[config.mk]
export PLATFORM = sky130hd
export DESIGN_NAME = acc_requant_drain
export DESIGN_NICKNAME = d
export VERILOG_FILES = /design/src/rtl/acc_requant_drain.sv
export SDC_FILE = /design/constraint.sdc
export NUM_CORES = 2
export LEC_CHECK = 0
export BUFFER_PORTS_ARGS = -buffer_cell sky130_fd_sc_hd__buf_2
export CELL_PAD_IN_SITES_DETAIL_PLACEMENT = 0
export CELL_PAD_IN_SITES_GLOBAL_PLACEMENT = 1
export CORE_MARGIN = 1
export CORE_UTILIZATION = 45
export DETAILED_ROUTE_END_ITERATION = 12
export GPL_TIMING_DRIVEN = 0
export PLACE_DENSITY_LB_ADDON = 0.1
export SLEW_MARGIN = 20
export SYNTH_ARGS = -nofsm -noshare
export SYNTH_HDL_FRONTEND = slang
export SYNTH_SLANG_ARGS = --single-unit
[constraint.sdc]
create_clock -name clk -period 9.7 [get_ports clk]
set_clock_uncertainty 0.2 [all_clocks]
set_input_delay 0.485 -clock clk [delete_from_list [all_inputs] [get_ports clk]]
set_output_delay 0.485 -clock clk [all_outputs]
set_load 0.005 [all_outputs]
[src/rtl/acc_requant_drain.sv]
// acc_requant_drain: snapshots the MAC accumulator array on start, clears the
// MACs, then requantizes each accumulator (multiply, round, shift, zero point,
// optional ReLU, saturate) through a 2-stage pipeline and streams the results
// out over valid/ready.
module acc_requant_drain #(
   parameter  int N_MAC   = 8,
   parameter  int ACC_W   = 32,
   parameter  int MULT_W  = 16,
   parameter  int SHIFT_W = 5,
   parameter  int OUT_W   = 8,
   localparam int IDX_W   = (N_MAC > 1) ? $clog2(N_MAC) : 1
) (
   input  logic                     clk,
   input  logic                     rst,
   input  logic                     start,
   input  logic [N_MAC*ACC_W-1:0]   acc_in,
   input  logic [MULT_W-1:0]        scale_mult,
   input  logic [SHIFT_W-1:0]       shift,
   input  logic signed [OUT_W-1:0]  zero_point,
   input  logic                     relu_en,
   output logic                     mac_clr,
   output logic                     busy,
   output logic                     out_valid,
   input  logic                     out_ready,
   output logic signed [OUT_W-1:0]  out_data,
   output logic [IDX_W-1:0]         out_idx,
   output logic                     out_last,
   output logic                     done
);

   // Product is wide enough that snap * scale can never wrap; the rounded value
   // needs one more bit for the bias add, and the zero-point sum one more again.
   localparam int P_W   = ACC_W + MULT_W + 1;
   localparam int R_W   = P_W + 1;
   localparam int V_W   = P_W + 2;
   localparam int CNT_W = $clog2(N_MAC + 1);

   localparam logic [CNT_W-1:0]      N_CNT    = CNT_W'(N_MAC);
   localparam logic [CNT_W-1:0]      LAST_CNT = CNT_W'(N_MAC - 1);
   localparam logic signed [V_W-1:0] OMAX     = V_W'((2 ** (OUT_W - 1)) - 1);
   localparam logic signed [V_W-1:0] OMIN     = V_W'(-(2 ** (OUT_W - 1)));

   typedef enum logic {IDLE = 1'b0, DRAIN = 1'b1} state_t;

   state_t                    state_q, state_d;
   logic signed [ACC_W-1:0]   snap_q [N_MAC];
   logic [MULT_W-1:0]         scale_q;
   logic [SHIFT_W-1:0]        shift_q;
   logic signed [OUT_W-1:0]   zp_q;
   logic                      relu_q;
   logic [CNT_W-1:0]          cnt_q;

   logic signed [P_W-1:0]     snap_x, scale_x, prod_d;
   logic signed [P_W-1:0]     prod_p1;
   logic [IDX_W-1:0]          idx_p1;
   logic                      last_p1, vld_p1;

   logic signed [OUT_W-1:0]   data_p2;
   logic [IDX_W-1:0]          idx_p2;
   logic                      last_p2, vld_p2;
   logic                      done_q;

   logic                      accept, issue, adv, beat_last;

   // Round half toward +inf while shifting right by sh (sh = 0 passes through).
   function automatic logic signed [R_W-1:0] round_shift(input logic signed [P_W-1:0] p,
                                                         input logic [SHIFT_W-1:0] sh);
      logic signed [R_W-1:0] pe, bias;
      pe   = R_W'(p);
      bias = R_W'(1) << (sh - 1'b1);
      if (sh == '0) return pe;
      return (pe + bias) >>> sh;
   endfunction

   // Clamp to the signed OUT_W range.
   function automatic logic signed [OUT_W-1:0] sat(input logic signed [V_W-1:0] v);
      if (v > OMAX) return {1'b0, {(OUT_W-1){1'b1}}};
      if (v < OMIN) return {1'b1, {(OUT_W-1){1'b0}}};
      return v[OUT_W-1:0];
   endfunction

   // Rounded/shifted value plus zero point, ReLU floor at the zero point, saturate.
   function automatic logic signed [OUT_W-1:0] requant(input logic signed [P_W-1:0] p,
                                                      input logic [SHIFT_W-1:0] sh,
                                                      input logic signed [OUT_W-1:0] zp,
                                                      input logic relu);
      logic signed [V_W-1:0] v, zpe;
      zpe = V_W'(zp);
      v   = V_W'(round_shift(p, sh)) + zpe;
      if (relu && (v < zpe)) v = zpe;
      return sat(v);
   endfunction

   assign accept    = (state_q == IDLE) && start;
   assign mac_clr   = accept && !rst;
   assign issue     = (state_q == DRAIN) && (cnt_q < N_CNT);
   // A visible beat that is not taken freezes every stage and the issue counter.
   assign adv       = !(vld_p2 && !out_ready);
   assign beat_last = vld_p2 && out_ready && last_p2;

   assign busy      = (state_q == DRAIN);
   assign out_valid = vld_p2;
   assign out_data  = data_p2;
   assign out_idx   = idx_p2;
   assign out_last  = last_p2;
   assign done      = done_q;

   // State register.
   always_ff @(posedge clk) begin
      if (rst) state_q <= IDLE;
      else     state_q <= state_d;
   end

   // Next state: drain on start, return once the final beat is taken.
   always_comb begin
      state_d = state_q;
      case (state_q)
         IDLE:    if (start)     state_d = DRAIN;
         DRAIN:   if (beat_last) state_d = IDLE;
         default: state_d = IDLE;
      endcase
   end

   // Snapshot the accumulators and the requant configuration on acceptance.
   always_ff @(posedge clk) begin
      if (accept) begin
         for (int i = 0; i < N_MAC; i++) snap_q[i] <= acc_in[i*ACC_W +: ACC_W];
         scale_q <= scale_mult;
         shift_q <= shift;
         zp_q    <= zero_point;
         relu_q  <= relu_en;
      end
   end

   // Issue counter walks the snapshot in order, one element per advancing cycle.
   always_ff @(posedge clk) begin
      if (rst)                cnt_q <= '0;
      else if (accept)        cnt_q <= '0;
      else if (issue && adv)  cnt_q <= cnt_q + 1'b1;
   end

   // Full-width signed product of the issued element and the unsigned scale.
   always_comb begin
      snap_x = P_W'(snap_q[cnt_q[IDX_W-1:0]]);
      scale_x = P_W'(scale_q);
      prod_d = snap_x * scale_x;
   end

   // ---- stage 1: multiply ----
   always_ff @(posedge clk) begin
      if (rst)      vld_p1 <= 1'b0;
      else if (adv) vld_p1 <= issue;
   end

   // Stage 1 data registers (no reset needed, qualified by vld_p1).
   always_ff @(posedge clk) begin
      if (adv && issue) begin
         prod_p1 <= prod_d;
         idx_p1  <= cnt_q[IDX_W-1:0];
         last_p1 <= (cnt_q == LAST_CNT);
      end
   end

   // ---- stage 2: round, shift, zero point, ReLU, saturate -> output ----
   always_ff @(posedge clk) begin
      if (rst) begin
         vld_p2  <= 1'b0;
         last_p2 <= 1'b0;
         data_p2 <= '0;
         idx_p2  <= '0;
         done_q  <= 1'b0;
      end else begin
         done_q <= beat_last;
         if (adv) begin
            vld_p2  <= vld_p1;
            last_p2 <= vld_p1 && last_p1;
            if (vld_p1) begin
               data_p2 <= requant(prod_p1, shift_q, zp_q, relu_q);
               idx_p2  <= idx_p1;
            end
         end
      end
   end

endmodule
# Yosys cells after proc, flatten, opt, wreduce, memory -nomap -nowiden

Memory sizes are Yosys's and may differ from the RTL's. A register that Yosys moved wholly into a read port is not among the register bits.
Index checks and enable logic that the tools add are counted.

Magnitude comparators: 4
Div/mod/pow operators: 0
Shifts and indexed selects: 2
Equality and inequality tests: 1
Reductions and logical operators: 15
Bitwise gates (word level): 2
$add $sub $neg: 4
Muxes and demuxes: 33
Multiply operators: 1

Operators by type and width:

| cell                                                           | count |
|---|---|
| 2-to-1 mux 50 bit                                              | 5 |
| 2-to-1 mux 51 bit                                              | 4 |
| adder 50 x 8 -> 51 bit                                         | 1 |
| greater-than comparator 51 x 8 -> 1 bit, second input constant | 1 |
| < comparator 51 x 8 -> 1 bit                                   | 1 |
| < comparator 51 x 8 -> 1 bit, second input constant            | 1 |
| adder 49 x 50 -> 50 bit                                        | 1 |
| << shifter 1 x 5 -> 50 bit, first input constant               | 1 |
| >>> shifter 50 x 5 -> 50 bit                                   | 1 |
| multiplier 32 x 17 -> 49 bit                                   | 1 |
| 2-to-1 mux 8 bit                                               | 4 |
| 2-to-1 mux 1 bit                                               | 17 |
| logical AND 1 bit                                              | 9 |
| 2-to-1 mux 3 bit                                               | 2 |
| logical NOT 5 bit                                              | 1 |
| subtractor 5 x 1 -> 5 bit, second input constant               | 1 |
| adder 4 x 1 -> 4 bit, second input constant                    | 1 |
| equality test 4 x 3 -> 1 bit, second input constant            | 1 |
| < comparator 4 bit, second input constant                      | 1 |
| logical NOT 1 bit                                              | 3 |
| inverter 1 bit                                                 | 2 |
| one-hot mux 1 bit (2 select lines)                             | 1 |
| AND reduction 2 bit                                            | 1 |
| OR reduction 2 bit                                             | 1 |

Memory bits (read-only): 0
Register bits: 103
Logic and storage cells: 78
Memories: 1
RAM bits: 256
Latch bits: 0
Input bits: 290
Output and inout bits: 16

Memories:

| memory | depth | width | rd ports | clocked after memory_dff | write ports | line | RTL |
|---|---|---|---|---|---|---|---|
| snap_q | 8     | 32    | 1        | 1                        | 8           | 46   | `logic signed [ACC_W-1:0] snap_q [N_MAC];` |

# Logic depth before layout (Yosys ltp)

Depth in word-level cells: 27
Depth in mapped cells: 50
Gate-level depth less buffers: 46

# Least setup slack after synthesis

No wires, ideal clock.

Path type: reg2reg
From: register shift_q[0]
To: register data_p2[3], in the netlist out_data[3]
Library setup time: 0.070 ns
Required time: 9.430 ns
Stages on the path, launching flop included: 43
Setup slack: -0.312 ns
Clock period less this slack: 10.012 ns
Path buffers: 5
Arrival: 9.742 ns
Cell sequence: edfxtp_1 -> clkbuf_1 -> clkinv_1 -> nand2_1 -> clkbuf_1 -> buf_1 -> nor2_1 -> ha_1 -> clkbuf_1 -> nand3_1 -> or3_1 -> or3_1 -> a21o_1 -> o211a_1 -> o211ai_1 -> xor2_1 -> and3_1 -> or4_1 -> [... 7 more ...] -> a21oi_1 -> nor3_1 -> or3b_2 -> a31o_2 -> xor2_1 -> ha_1 -> or2_2 -> a221o_1 -> nand4_1 -> nand4_1 -> nand3b_1 -> o31ai_1 -> nor2_1 -> nand4_1 -> or4_1 -> or4_1 -> a41oi_2 -> a21boi_1

Word-level cells in the longest chain between the ends: 24
Elaborated cells on any way between the ends: 34
Classes of those cells: 3 x add/sub; 3 x order compare; 2 x shift; 24 x mux; 2 x reduce/logical

Ends and longest elaborated chain:

| what                                                                            | line | RTL |
|---|---|---|
| start, declared                                                                 | 48   | `logic [SHIFT_W-1:0] shift_q;` |
| start signal, assigned                                                          | 129  | `shift_q <= shift;` |
| parallel branches: the longest is 5 deep, another holds adder 49 x 50 -> 50 bit | -    |  |
| 2-to-1 mux 50 bit (*)                                                           | 72   | `return (pe + bias) >>> sh;` |
| 2-to-1 mux 50 bit (*)                                                           | 177  | `if (vld_p1) begin` |
| 2-to-1 mux 50 bit (*)                                                           | 174  | `if (adv) begin` |
| 2-to-1 mux 50 bit (*)                                                           | 166  | `if (rst) begin` |
| adder 50 x 8 -> 51 bit (*)                                                      | 89   | `v = V_W'(round_shift(p, sh)) + zpe;` |
| < comparator 51 x 8 -> 1 bit                                                    | 90   | `if (relu && (v < zpe)) v = zpe;` |
| logical AND 1 bit                                                               | 90   |  |
| [... 3 more ...]                                                                | -    |  |
| 2-to-1 mux 51 bit (*)                                                           | 166  |  |
| < comparator 51 x 8 -> 1 bit                                                    | 78   | `if (v < OMIN) return {1'b1, {(OUT_W-1){1'b0}}};` |
| 2-to-1 mux 1 bit (2 in series)                                                  | 78   |  |
| 2-to-1 mux 1 bit                                                                | 177  |  |
| 2-to-1 mux 1 bit                                                                | 174  |  |
| 2-to-1 mux 1 bit                                                                | 166  |  |
| 2-to-1 mux 8 bit                                                                | 79   | `return v[OUT_W-1:0];` |
| 2-to-1 mux 8 bit (*)                                                            | 78   |  |
| end signal, assigned                                                            | 178  | `data_p2 <= requant(prod_p1, shift_q, zp_q, relu_q);` |
| end, declared                                                                   | 58   | `logic signed [OUT_W-1:0] data_p2;` |

Mark *: on every way between the ends. The select of a mux whose other input is x is not followed.
A chain may end at the register's enable or synchronous reset.

# Worst setup path after layout

From: register shift_q[2]
To: register data_p2[3], in the netlist out_data[3]

The elaborated chain is that of the path after synthesis.

==> results.txt <==
Final HPWL DP - 107,000 um
max_slew headroom - 0.275
Worst Setup Start Kind - flip-flop
synth-to-layout area growth - 27.3%
max capacitance violation total - 0
DR pass1 iterations - 5
largest net degree at the start of global routing - 115
final period utilization - 1.01
Reg clk slew, reported paths - 0.06 ns
Die Width - 303 um
# rows - 110
worst path bufs/invs - 5
commonest cells after routing, fill and taps aside - 569 x inv_1, 499 x nand2_1, 490 x fa_1
cts bufs inserted - 41
Hold Crit Start - rst
max-slew violations - 0
worst skew pair latency - 0.61 ns
Cell Area, Synth - 40,800 sq um
GR Overflow Total - 0
YS warnings - 0
final wirelength - 136,000 um
FF-to-FF path depth - 42
worst reg2reg path startpoint - shift_q[2]
Seq cells post-synth - 362
Worst R2R Setup Slack - -0.12 ns
Synthesized Nets - 5,138
WP depth - 42
die area - 91,800 sq um
Post-Syn Area per Cell - 9.93 sq um
critical path capture point type - flip-flop
setup violators final - 7
crit path DAT - 10.15 ns
Total GRT Usage - 0.299
Max H-tree Level - 2
Fillers - 7,868
io pins - 306
drt wl/cell - 22.3 um
initial drt markers - 2,056
vias per cell - 5.51
failing checks - negative setup slack
Worst Setup Path Type - reg -> reg
post-detailed-route DRC marker count - 0
fmax - 102 MHz
most common cell after layout, fill and taps aside - inv_1
Post-synth EDFFs - 339
Crit-path slowest cell - or4_4
register area share after synthesis - 0.261
dpl cell area - 43,900 sq um
run status - finished with violations
final instance area - 51,900 sq um
clock buffer depth - 3
min Tclk post-route - 9.82 ns
clock sink total - 362
Main synth FF type - edfxtp_1
cells after synthesis - 4,106
Final WS setup - -0.120 ns
nets@finish - 5,910
worst min path class - in -> reg
Final Hold Viols - 0
Final GP Congestion - 0.988
Worst EP required - 10.03 ns
r2r endpoint - out_data[3]
initial antenna violation count - 5
Routed Antenna Nets - 0
first-pass GRT wire length - 206,000 um
CORE AREA - 89,900 sq um
delay-heaviest family, CP - simple AND/OR/NAND/NOR gates
vias in the first global route - 34,720
layout cells sized above 1 - 0.215
CP most frequent cell - nand4_1
Die Height - 303 um
crit path capture - out_data[3]
ys async rst share - 0
CP peak stage delay - 0.58 ns
Unique masters post-synth - 92
I/O Buffers - 305
Initial Util - 0.454
Tightest Pin Transition - 1.08 ns
CTS tree - built
via count - 33,547
CTS root buf - clkbuf_16
crit path max fanout - 7
RSZ-0062 raised after global routing - true
CP Launch Point - shift_q[2]
-- layer usage --
layer  track usage  up-vias  routed length, um  share of wire
met3        0.0337      249               7290          0.054
met2         0.507     1076              65900           0.49
li1              -    15438                  -              -
met1         0.386    16784              56200           0.41
met5             0        -                  0              0
met4         0.128        0               6400          0.047
-- cells by family (layout without fill, tap and decap cells) --
| group | Yosys count | count (layout) | synth area share |
|---|---|---|---|
| multiplexers | 173 | 173 | 0.0661 |
| AND/OR/NAND/NOR | 1190 | 1190 | 0.137 |
| AO/OA/AOI/OAI | 727 | 727 | 0.116 |
| other | 0 | 5 | 0 |
| XOR/XNOR | 137 | 137 | 0.0296 |
| flip-flops | 362 | 362 | 0.261 |
| buffers and inverters | 775 | 1578 | 0.0717 |
| adder cells (fa/ha/maj) | 742 | 742 | 0.318 |
-- stage by stage --
step / hold WS (ns) / cells / setup WS, ns / TNS [ns] / util
after CTS: 0.0336 / 6052 / -0.0749 / -0.280 / 0.568
final: 0.0787 / 6090 / -0.120 / -0.598 / 0.577
after floorplan: 0.251 / 4106 / 0.0334 / 0 / -
after global placement: 0.242 / 5587 / -3.00 / -43.05 / 0.487
after detailed placement: 0.248 / 5598 / -2.94 / -30.52 / 0.489
after global routing: 0.0733 / 6090 / -0.441 / -2.81 / 0.577
-- worst min-delay path: stages --
cell and delay [ns]:
buf_2 0.16, a41oi_4 0.08, o21a_1 0.10
-- cells in the mapped netlist (9+ instances only) --
master	n	area, sq um
buf_1	15	56.3
mux4_2	72	1620
a2111oi_0	9	78.8
o221ai_1	13	114
or3_1	18	113
and3_1	23	144
o22ai_1	16	100
nand2b_1	24	150
dfxtp_1	23	460
o21bai_1	16	120
edfxtp_1	339	10200
nand3_1	48	240
xnor2_1	91	797
xor2_1	45	394
ha_1	251	3140
o21ai_0	119	596
nor2b_1	35	219
a21oi_1	231	1160
and2_1	192	1200
o31ai_1	15	113
fa_1	491	9830
o21a_1	37	278
a211oi_1	39	293
a21o_1	66	495
a211o_1	11	96.3
or4_1	9	67.6
nor4_1	12	75.1
nand4_1	38	238
nor3_1	44	220
nor2_1	199	747
mux2i_1	53	531
o211ai_1	28	210
clkbuf_1	176	661
nand2_1	516	1940
o21ai_1	11	55.1
mux2_2	48	541
inv_1	573	2150
a31oi_1	19	119
-- how the worst min path moves through the flow --
stage	endpoint	cells past startpoint
finish	out_data[1]	3
detailed placement	out_idx[1]	2
floorplan	out_data[3]	2
CTS	out_data[5]	3
global route	out_data[5]	3
global placement	out_idx[1]	2
-- cell type report --
type	instances	area [sq um]	area share
Multi-Input combinational cell	2969	29400	0.567
Sequential cell	362	10600	0.205
Timing Repair Buffer	769	5880	0.113
Inverter	577	2190	0.0421
Tap cell	1176	1470	0.0284
Clock buffer	51	1060	0.0205
Buffer	158	973	0.0188
Clock inverter	23	246	0.00475
Antenna cell	5	12.5	0.000241
-- registers in the layout, indices dropped and copies added, names as in the netlist, named ones only --
| signal | cells |
|---|---|
| snap_q | 256 |
| prod_p1 | 49 |
| scale_q | 16 |
| out_data | 8 |
| zp_q | 8 |
| shift_q | 5 |
| cnt_q | 4 |
| idx_p1 | 3 |
| out_idx | 3 |
| busy | 1 |
| done | 1 |
| last_p1 | 1 |
| out_last | 1 |
| out_valid | 1 |
| relu_q | 1 |
| vld_p1 | 1 |
-- timing repair --
item | 4_1_cts | 5_1_grt
pin swaps | 131 | 55
resized for setup | 455 | 147
endpoints found under the hold margin | 287 | 0
endpoints found under the setup margin | 24 | 13
buffers inserted | 124 | 42
hold buffers | 287 | 0
Power is not shown: default switching activity piles up to over one toggle a cycle in this logic, so the estimate is an artifact.
